===== config.mk =====
export PLATFORM = sky130hd
export DESIGN_NAME = cpu_fetch_unit
export DESIGN_NICKNAME = d
export VERILOG_FILES = /design/src/rtl/cpu_fetch_unit_pkg.sv /design/src/rtl/cpu_fetch_unit_prefetch_buffer.sv /design/src/rtl/cpu_fetch_unit.sv
export SDC_FILE = /design/constraint.sdc
export NUM_CORES = 1
export LEC_CHECK = 0
export ABC_AREA = 0
export BUFFER_PORTS_ARGS = -buffer_cell sky130_fd_sc_hd__buf_2
export CAP_MARGIN = 25
export CELL_PAD_IN_SITES_DETAIL_PLACEMENT = 1
export CELL_PAD_IN_SITES_GLOBAL_PLACEMENT = 1
export CORE_MARGIN = 2
export CORE_UTILIZATION = 37
export DETAILED_ROUTE_END_ITERATION = 10
export MAX_ROUTING_LAYER = met4
export PLACE_DENSITY = 0.83
export SLEW_MARGIN = 10
export SYNTH_ARGS = -nofsm -noshare
export SYNTH_HDL_FRONTEND = slang
export SYNTH_HIERARCHICAL = 1
export SYNTH_SLANG_ARGS = --single-unit

===== constraint.sdc =====
create_clock -name i_clock -period 2.26 [get_ports i_clock]
set_input_delay 0.226 -clock i_clock [delete_from_list [all_inputs] [get_ports i_clock]]
set_output_delay 0.226 -clock i_clock [all_outputs]
set_load 0.01 [all_outputs]

===== src/rtl/cpu_fetch_unit_pkg.sv =====
// Shared constants for the instruction fetch stage: tag width, control-transfer
// opcodes and the fetch FSM state encoding.
package cpu_fetch_unit_pkg;

    localparam int FETCH_TAG_WIDTH = 4;

    localparam logic [6:0] OP_JAL    = 7'b1101111;
    localparam logic [6:0] OP_JALR   = 7'b1100111;
    localparam logic [6:0] OP_BRANCH = 7'b1100011;

    localparam logic [2:0] ST_REQ   = 3'd0;
    localparam logic [2:0] ST_WAIT  = 3'd1;
    localparam logic [2:0] ST_ISSUE = 3'd2;
    localparam logic [2:0] ST_JUMP  = 3'd3;
    localparam logic [2:0] ST_HALT  = 3'd4;

    function automatic logic is_ctrl_op(input logic [6:0] opcode);
        return (opcode == OP_JAL) || (opcode == OP_JALR) || (opcode == OP_BRANCH);
    endfunction

endpackage


===== src/rtl/cpu_fetch_unit_prefetch_buffer.sv =====
// Single-entry speculative fetch buffer (valid, data, address) used only when
// CPU_FETCH_PREFETCH_EN is defined; tracks one in-flight speculative read.
module cpu_fetch_prefetch_buffer (
    input  logic        i_clock,
    input  logic        i_reset,
    input  logic        launch_i,
    input  logic        adopt_i,
    input  logic        flush_i,
    input  logic        consume_i,
    input  logic        fill_i,
    input  logic [31:0] fill_data_i,
    input  logic [31:0] fill_addr_i,
    output logic        pending_o,
    output logic        valid_o,
    output logic [31:0] data_o,
    output logic [31:0] addr_o
);

    logic        pending_q;
    logic        discard_q;
    logic        valid_q;
    logic [31:0] data_q;
    logic [31:0] addr_q;

    always_ff @(posedge i_clock) begin
        if (i_reset) begin
            pending_q <= 1'b0;
            discard_q <= 1'b0;
            valid_q   <= 1'b0;
            data_q    <= '0;
            addr_q    <= '0;
        end else begin
            if (launch_i) begin
                pending_q <= 1'b1;
                discard_q <= 1'b0;
                addr_q    <= fill_addr_i;
            end else if (pending_q && (fill_i || adopt_i)) begin
                pending_q <= 1'b0;
                discard_q <= 1'b0;
            end
            // A flushed read still has to complete on the bus, but its data is dropped.
            if (pending_q && fill_i && !discard_q && !adopt_i && !flush_i) begin
                valid_q <= 1'b1;
                data_q  <= fill_data_i;
            end else if (flush_i || consume_i) begin
                valid_q <= 1'b0;
            end
            if (flush_i && pending_q && !fill_i) begin
                discard_q <= 1'b1;
            end
        end
    end

    assign pending_o = pending_q;
    assign valid_o   = valid_q;
    assign data_o    = data_q;
    assign addr_o    = addr_q;

endmodule


===== src/rtl/cpu_fetch_unit.sv =====
// Instruction fetch stage feeding decode over the tag interface.
// Optional one-entry prefetch enabled by defining CPU_FETCH_PREFETCH_EN.
//
// state    | meaning
// ST_REQ   | launch bus read at pc (fault if misaligned)
// ST_WAIT  | read outstanding, hold request/address
// ST_ISSUE | instruction presented, wait for decode to consume it
// ST_JUMP  | control transfer issued, wait for execute's resolved pc
// ST_HALT  | misaligned pc seen, terminal until reset
module cpu_fetch_unit
    import cpu_fetch_unit_pkg::*;
#(
    parameter logic [31:0] RESET_PC  = 32'h0000_0000,
    parameter int          TAG_WIDTH = FETCH_TAG_WIDTH
) (
    input  logic                 i_clock,
    input  logic                 i_reset,
    output logic                 o_bus_request,
    output logic [31:0]          o_bus_address,
    input  logic                 i_bus_ready,
    input  logic [31:0]          i_bus_rdata,
    input  logic [TAG_WIDTH-1:0] i_decode_tag,
    input  logic                 i_stall,
    input  logic                 i_jump_valid,
    input  logic [TAG_WIDTH-1:0] i_jump_tag,
    input  logic [31:0]          i_jump_pc,
    output logic [TAG_WIDTH-1:0] o_tag,
    output logic [31:0]          o_instruction,
    output logic [31:0]          o_pc,
    output logic                 o_fault
);

    logic [2:0]           state_q, state_d;
    logic [31:0]          pc_q, pc_d;
    logic [TAG_WIDTH-1:0] tag_q, tag_d;
    logic [31:0]          insn_q, insn_d;
    logic [31:0]          ipc_q, ipc_d;
    logic [31:0]          addr_q, addr_d;
    logic                 req_q, req_d;
    logic                 fault_q, fault_d;
    logic                 consumed;
    logic                 jump_hit;

    assign consumed = (i_decode_tag == tag_q) && !i_stall;
    assign jump_hit = i_jump_valid && (i_jump_tag == tag_q);

`ifdef CPU_FETCH_PREFETCH_EN
    logic        pf_launch, pf_adopt, pf_flush, pf_consume;
    logic        pf_pending, pf_valid;
    logic [31:0] pf_data, pf_addr;

    cpu_fetch_prefetch_buffer u_prefetch (
        .i_clock     (i_clock),
        .i_reset     (i_reset),
        .launch_i    (pf_launch),
        .adopt_i     (pf_adopt),
        .flush_i     (pf_flush),
        .consume_i   (pf_consume),
        .fill_i      (i_bus_ready),
        .fill_data_i (i_bus_rdata),
        .fill_addr_i (pc_q + 32'd4),
        .pending_o   (pf_pending),
        .valid_o     (pf_valid),
        .data_o      (pf_data),
        .addr_o      (pf_addr)
    );
`endif

    always_comb begin
        state_d = state_q;
        pc_d    = pc_q;
        tag_d   = tag_q;
        insn_d  = insn_q;
        ipc_d   = ipc_q;
        addr_d  = addr_q;
        req_d   = req_q;
        fault_d = fault_q;
`ifdef CPU_FETCH_PREFETCH_EN
        pf_launch  = 1'b0;
        pf_adopt   = 1'b0;
        pf_flush   = 1'b0;
        pf_consume = 1'b0;
        if (pf_pending && i_bus_ready) req_d = 1'b0;
`endif
        case (state_q)
            ST_REQ: begin
                if (pc_q[1:0] != 2'b00) begin
                    fault_d = 1'b1;
                    state_d = ST_HALT;
                end
`ifdef CPU_FETCH_PREFETCH_EN
                else if (pf_pending) begin
                    state_d = ST_REQ;
                end
`endif
                else begin
                    req_d   = 1'b1;
                    addr_d  = pc_q;
                    state_d = ST_WAIT;
                end
            end
            ST_WAIT: begin
                if (i_bus_ready) begin
                    req_d   = 1'b0;
                    insn_d  = i_bus_rdata;
                    ipc_d   = pc_q;
                    tag_d   = tag_q + 1'b1;
                    state_d = ST_ISSUE;
                end
            end
            ST_ISSUE: begin
`ifdef CPU_FETCH_PREFETCH_EN
                if (!consumed && !is_ctrl_op(insn_q[6:0]) && !pf_valid && !pf_pending && !req_q) begin
                    pf_launch = 1'b1;
                    req_d     = 1'b1;
                    addr_d    = pc_q + 32'd4;
                end
`endif
                if (consumed) begin
                    if (is_ctrl_op(insn_q[6:0])) begin
                        state_d = ST_JUMP;
`ifdef CPU_FETCH_PREFETCH_EN
                        pf_flush = 1'b1;
`endif
                    end else begin
                        pc_d = pc_q + 32'd4;
`ifdef CPU_FETCH_PREFETCH_EN
                        if (pf_valid) begin
                            insn_d     = pf_data;
                            ipc_d      = pf_addr;
                            tag_d      = tag_q + 1'b1;
                            pf_consume = 1'b1;
                        end else if (pf_pending && i_bus_ready) begin
                            insn_d   = i_bus_rdata;
                            ipc_d    = pc_q + 32'd4;
                            tag_d    = tag_q + 1'b1;
                            pf_adopt = 1'b1;
                        end else if (pf_pending) begin
                            // The speculative read becomes the demand read; never re-issued.
                            pf_adopt = 1'b1;
                            state_d  = ST_WAIT;
                        end else begin
                            state_d = ST_REQ;
                        end
`else
                        state_d = ST_REQ;
`endif
                    end
                end
            end
            ST_JUMP: begin
                if (jump_hit) begin
                    pc_d    = i_jump_pc;
                    state_d = ST_REQ;
                end
            end
            ST_HALT: state_d = ST_HALT;
            default: state_d = ST_HALT;
        endcase
    end

    always_ff @(posedge i_clock) begin
        if (i_reset) begin
            state_q <= ST_REQ;
            pc_q    <= RESET_PC;
            tag_q   <= '0;
            insn_q  <= '0;
            ipc_q   <= '0;
            addr_q  <= '0;
            req_q   <= 1'b0;
            fault_q <= 1'b0;
        end else begin
            state_q <= state_d;
            pc_q    <= pc_d;
            tag_q   <= tag_d;
            insn_q  <= insn_d;
            ipc_q   <= ipc_d;
            addr_q  <= addr_d;
            req_q   <= req_d;
            fault_q <= fault_d;
        end
    end

    assign o_bus_request = req_q;
    assign o_bus_address = addr_q;
    assign o_tag         = tag_q;
    assign o_instruction = insn_q;
    assign o_pc          = ipc_q;
    assign o_fault       = fault_q;

endmodule


Word-level counts from Yosys, hierarchy flattened
Cells that the tools add are included.
- input bits: 77
- bits in registers: 137
- reduce and logical (&&, ||, !) cells: 15
- eq/ne operators: 13
- bitwise gates (word level): 1
- $add $sub $neg: 2
- mux-type cells: 13
- operator list (operator ; count):
    $mux W32 ; 3
    $pmux W32 S2 ; 1
    $add A32 B3 Y32 const B ; 1
    $eq A7 B7 Y1 const B ; 3
    $mux W3 ; 4
    $pmux W3 S4 ; 1
    $ne A2 B2 Y1 const B ; 5
    $eq A4 B4 Y1 ; 2
    $eq A3 B2 Y1 const B ; 2
    $reduce_and A2 Y1 ; 3
    $reduce_and A3 Y1 ; 2
    $reduce_bool A2 Y1 ; 3
    $add A4 B1 Y4 const B ; 1
    $reduce_and A4 Y1 ; 1
    $eq A3 B1 Y1 const B ; 1
    $logic_not A3 Y1 ; 1
    $logic_and A1 B1 Y1 ; 2
    $logic_or A1 B1 Y1 ; 2
    $mux W1 ; 2
    $mux W2 ; 1
    $pmux W1 S2 ; 1
    $logic_not A1 Y1 ; 1
    $not A1 Y1 ; 1

Logic depth before layout (Yosys ltp)
- word-level depth: 6
- depth in mapped cells: 10

Least setup slack after synthesis
OpenSTA, ideal clock, no wires.
- kind: reg-to-reg
- start point: register pc_q[2]
- end point: register pc_q[28]
- clock period less this slack: 1883 ps
- stages on the path, launching flop included: 9
- arrival time: 1751 ps
- path slack: 377 ps
- buffers on the path: 1
- setup time: 132 ps
- path through: dfxtp_1 > ha_1 > nand3_4 > nor4_4 > and4_1 > buf_4 > nand2_1 > a21oi_1 > o32ai_1
- longest elaborated chain between the ends: 4
- ends and longest elaborated chain (element ; line ; source):
    from (decl) ; cpu_fetch_unit.sv:34 ; logic [31:0] pc_q, pc_d;
    from (signal assigned) ; cpu_fetch_unit.sv:174 ; pc_q <= pc_d;
    $add A32 B3 Y32 ; cpu_fetch_unit.sv:126 ; pc_d = pc_q + 32'd4;
    $mux W32 ; cpu_fetch_unit.sv:120 ; if (is_ctrl_op(insn_q[6:0])) begin
    $mux W32 ; cpu_fetch_unit.sv:119 ; if (consumed) begin
    $pmux W32 S2 ; cpu_fetch_unit.sv:85 ; case (state_q)
Every way passes these cells. The select of a mux whose other input is x is not followed.
A chain may end at the register's enable or synchronous reset.

Final worst setup path
- start point: register pc_q[3]
- end point: register pc_q[30]
Same word-level chain as after synthesis.

==> run metrics <==
number of buffers inserted during clock tree synthesis 17; first-pass GRT wire length 30800 um; vias after detailed routing 5982; Sink Count 137; Syn Nets 838; Power, Total 7100 uW; chip height 130 um; Critical Path Sink pc_q[30]$_SDFFE_PP0P_; clock-pin transition on the worst setup and hold timing paths 0.06 ns; Die ar. 17000 um^2; # rows 46; drt drc 0; nature of the critical path startpoint flip-flop; DRT Pass-1 Iters 4; # Max-Cap Violations 0; Post-CTS Setup Repair Bufs 0; grt ovf 0; top_reg_cell synth dfxtp_1; reg-to-reg setup timing slack 0.15 ns; Post-Synth Simple-Gate Area 26.3%; Adder-Cell Fraction of Synth Area 0.425%; initial antenna violation count 1; compound-gate portion of the synthesized area 19.2%; synth unique cells 53; clk root buf clkbuf_16; Skew-Pair Late Insertion Delay 0.43 ns; multi-input logic area 2830 um^2; Fmax achieved 475 MHz; most frequent cells in the layout 232 x nand2_1, 177 x buf_2, 140 x a21oi_1, 137 x dfxtp_1, 28 x buf_4; GRT Util Overall 23.9%; Detail Placement HPWL 13100 um; final worst-path cycle share 93.2%; Req. time, crit path 2.54 ns; GPL Wtd Cong 0.826; Min-Delay Path Class primary input to flip-flop; Leakage 0.00304 uW; layout net count 1008; WL/cell 17.0 um; Routed WL 19700 um; Post-Synth XOR/XNOR Area 1.63%; Reg2Reg Depth 7; Die W 130 um; mux share of post-synthesis cell area 0.340%; worst-margin pin slew 0.691 ns; vias in the first global route 5895; r2r endpoint pc_q[30]$_SDFFE_PP0P_; Post-Layout Cell Count 1159; number of enable flip-flop cells after synthesis 0; post-synthesis cell area 5890 um^2; Setup TNS 0 ns; VDD IR-drop max 0.620 mV; Worst Setup End Kind flip-flop; Slew HR 54.0%; Clock Skew 0.0108 ns; CTS tree done; Synth warnings 6; I/O pin count 179; async set or reset register ratio after synthesis 0%; main combinational cell family by area after synthesis simple AND/OR/NAND/NOR gates; Fin. Hold Viols 0; CTS Hold Bufs 0; Setup CP Type flip-flop to flip-flop; Register Area 2740 um^2; RSZ-0062 raised after global routing no; ANT nets after route 0; Avg Vias per Cell 5.16; fill cell count 1984; minimum clock period 2.11 ns; post-CTS sizing 0; layout cell share with drive strength beyond 1 27.6%; hold_ws 0.0294 ns; Cells after Synth 759; largest net degree at the start of global routing 63; core area 15700 um^2; placed cell count 1126; DRT iter0 DRCs 424; Area Overhead vs Synth 30.7%; final max-slew violation count 0; post-synthesis sequential area ratio 46.5%; crit path launch pc_q[3]$_SDFFE_PP0P_; outcome completed; Cell Pwr Density 921 nW/um^2; port buffer count 178; syn avg cell area 7.77 um^2; most common cell after layout, fill and taps aside nand2_1; initial core utilization 37.5%; crit path DAT 2.38 ns; synthesized flop and latch total 137; H-tree depth 4; Worst Path Max Fanout 7; CTS Buffer Depth 2; worst flop-to-flop path startpoint pc_q[3]$_SDFFE_PP0P_; Setup Viol. Count Final 0
-- power by group --
group	switching, uW	internal [uW]	leakage, uW	total (uW)
combinational	1010	469	0.00164	1480
clock	1080	1890	0.000301	2980
sequential	110	2530	0.00111	2640
total	2200	4890	0.00304	7100
-- through the flow --
stage               worst slack [ns]  utilization (%)  cell area [um^2]
finish                         0.153             49.0              7700
global route                  0.0234             49.0              7700
CTS                            0.141             49.0              7700
detailed placement             0.204             45.0              7070
global placement               0.294             45.0              7070
floorplan                      0.377                -              5890
-- synthesized netlist by cell type (2+ instances only) --
cell type  instances  share of area [%]
nand4_2            2               0.42
buf_1              6               0.38
a21oi_1          140                 12
buf_4              2               0.25
xnor2_1            8                1.2
ha_1               2               0.42
nor3b_1            4               0.51
o32ai_1            8                1.2
o21ai_0           25                2.1
inv_1              3               0.19
o31ai_1            5               0.64
nand2b_1          12                1.3
nand3_1           14                1.2
nor3_1            14                1.2
a311oi_1           2               0.30
o21a_1             3               0.38
nand4_1            6               0.64
and4b_1            3               0.51
mux2i_1            2               0.34
a31oi_1            6               0.64
a21o_1             2               0.25
dfxtp_1          137                 47
and2_1             6               0.64
a211oi_1           3               0.38
clkbuf_8           3               0.70
nor4b_2            2               0.51
and3_1             6               0.64
nand3_4            2               0.59
xor2_1             3               0.45
nor4_1             5               0.53
clkbuf_1          36                2.3
nor2_1            26                1.7
o21ai_2            2               0.30
buf_6              3               0.57
nand2_1          232                 15
buf_2              7               0.59
-- kinds of logic after synthesis --
family / Yosys count
mux: 2
xor+xnor: 11
compound gates: 203
simple gates: 341
flops: 137
buf+inv: 63
fa+ha+maj: 2
-- flip-flops by register name, summed over array words and instances, names as in the netlist --
| register | count |
|---|---|
| o_instruction | 32 |
| o_fault | 1 |
| o_bus_request | 1 |
| o_bus_address | 32 |
| o_tag | 4 |
| pc_q | 32 |
| state_q | 3 |
| o_pc | 32 |
-- how the worst min path moves through the flow --
stage / startpoint / to / slack [ns] / depth (start not counted)
global route: i_bus_rdata[15] / o_instruction[15]$_SDFFE_PP0P_ / 0.03 / 3
global placement: o_fault$_SDFFE_PP0P_ / o_fault$_SDFFE_PP0P_ / 0.44 / 2
finish: i_bus_rdata[4] / o_instruction[4]$_SDFFE_PP0P_ / 0.03 / 3
floorplan: i_bus_rdata[18] / o_instruction[18]$_SDFFE_PP0P_ / 0.36 / 2
detailed placement: o_bus_address[2]$_SDFFE_PP0P_ / o_bus_address[2]$_SDFFE_PP0P_ / 0.44 / 2
CTS: i_bus_rdata[4] / o_instruction[4]$_SDFFE_PP0P_ / 0.008 / 3
-- critical path, cell delays in order, from the launching register on --
cell,delay (ns)
dfxtp_1,0.34
ha_1,0.24
nand3_4,0.15
nor4_4,0.45
and4_1,0.39
a31oi_1,0.14
o21ai_1,0.15
a21oi_1,0.09
-- cell type report --
class                   count  share of cell area [%]
diodes                      1                  0.0325
clock buffers              19                    5.88
clock inverters            13                    2.27
inverters                   3                   0.146
multi-input cells         559                    36.8
flip-flops and latches    137                    35.6
well taps                 216                    3.51
repair buffers            211                    15.8
-- per-layer routing --
metal / wire [um] / part of all wire, % / GRT usage [%]
met1: 8660 / 44 / 29.8
met4: 357 / 1.8 / 8.41
met5: 0 / 0 / -
met2: 9560 / 48 / 38.2
met3: 1130 / 5.7 / 5.25
(Power assumes the default switching activity.)
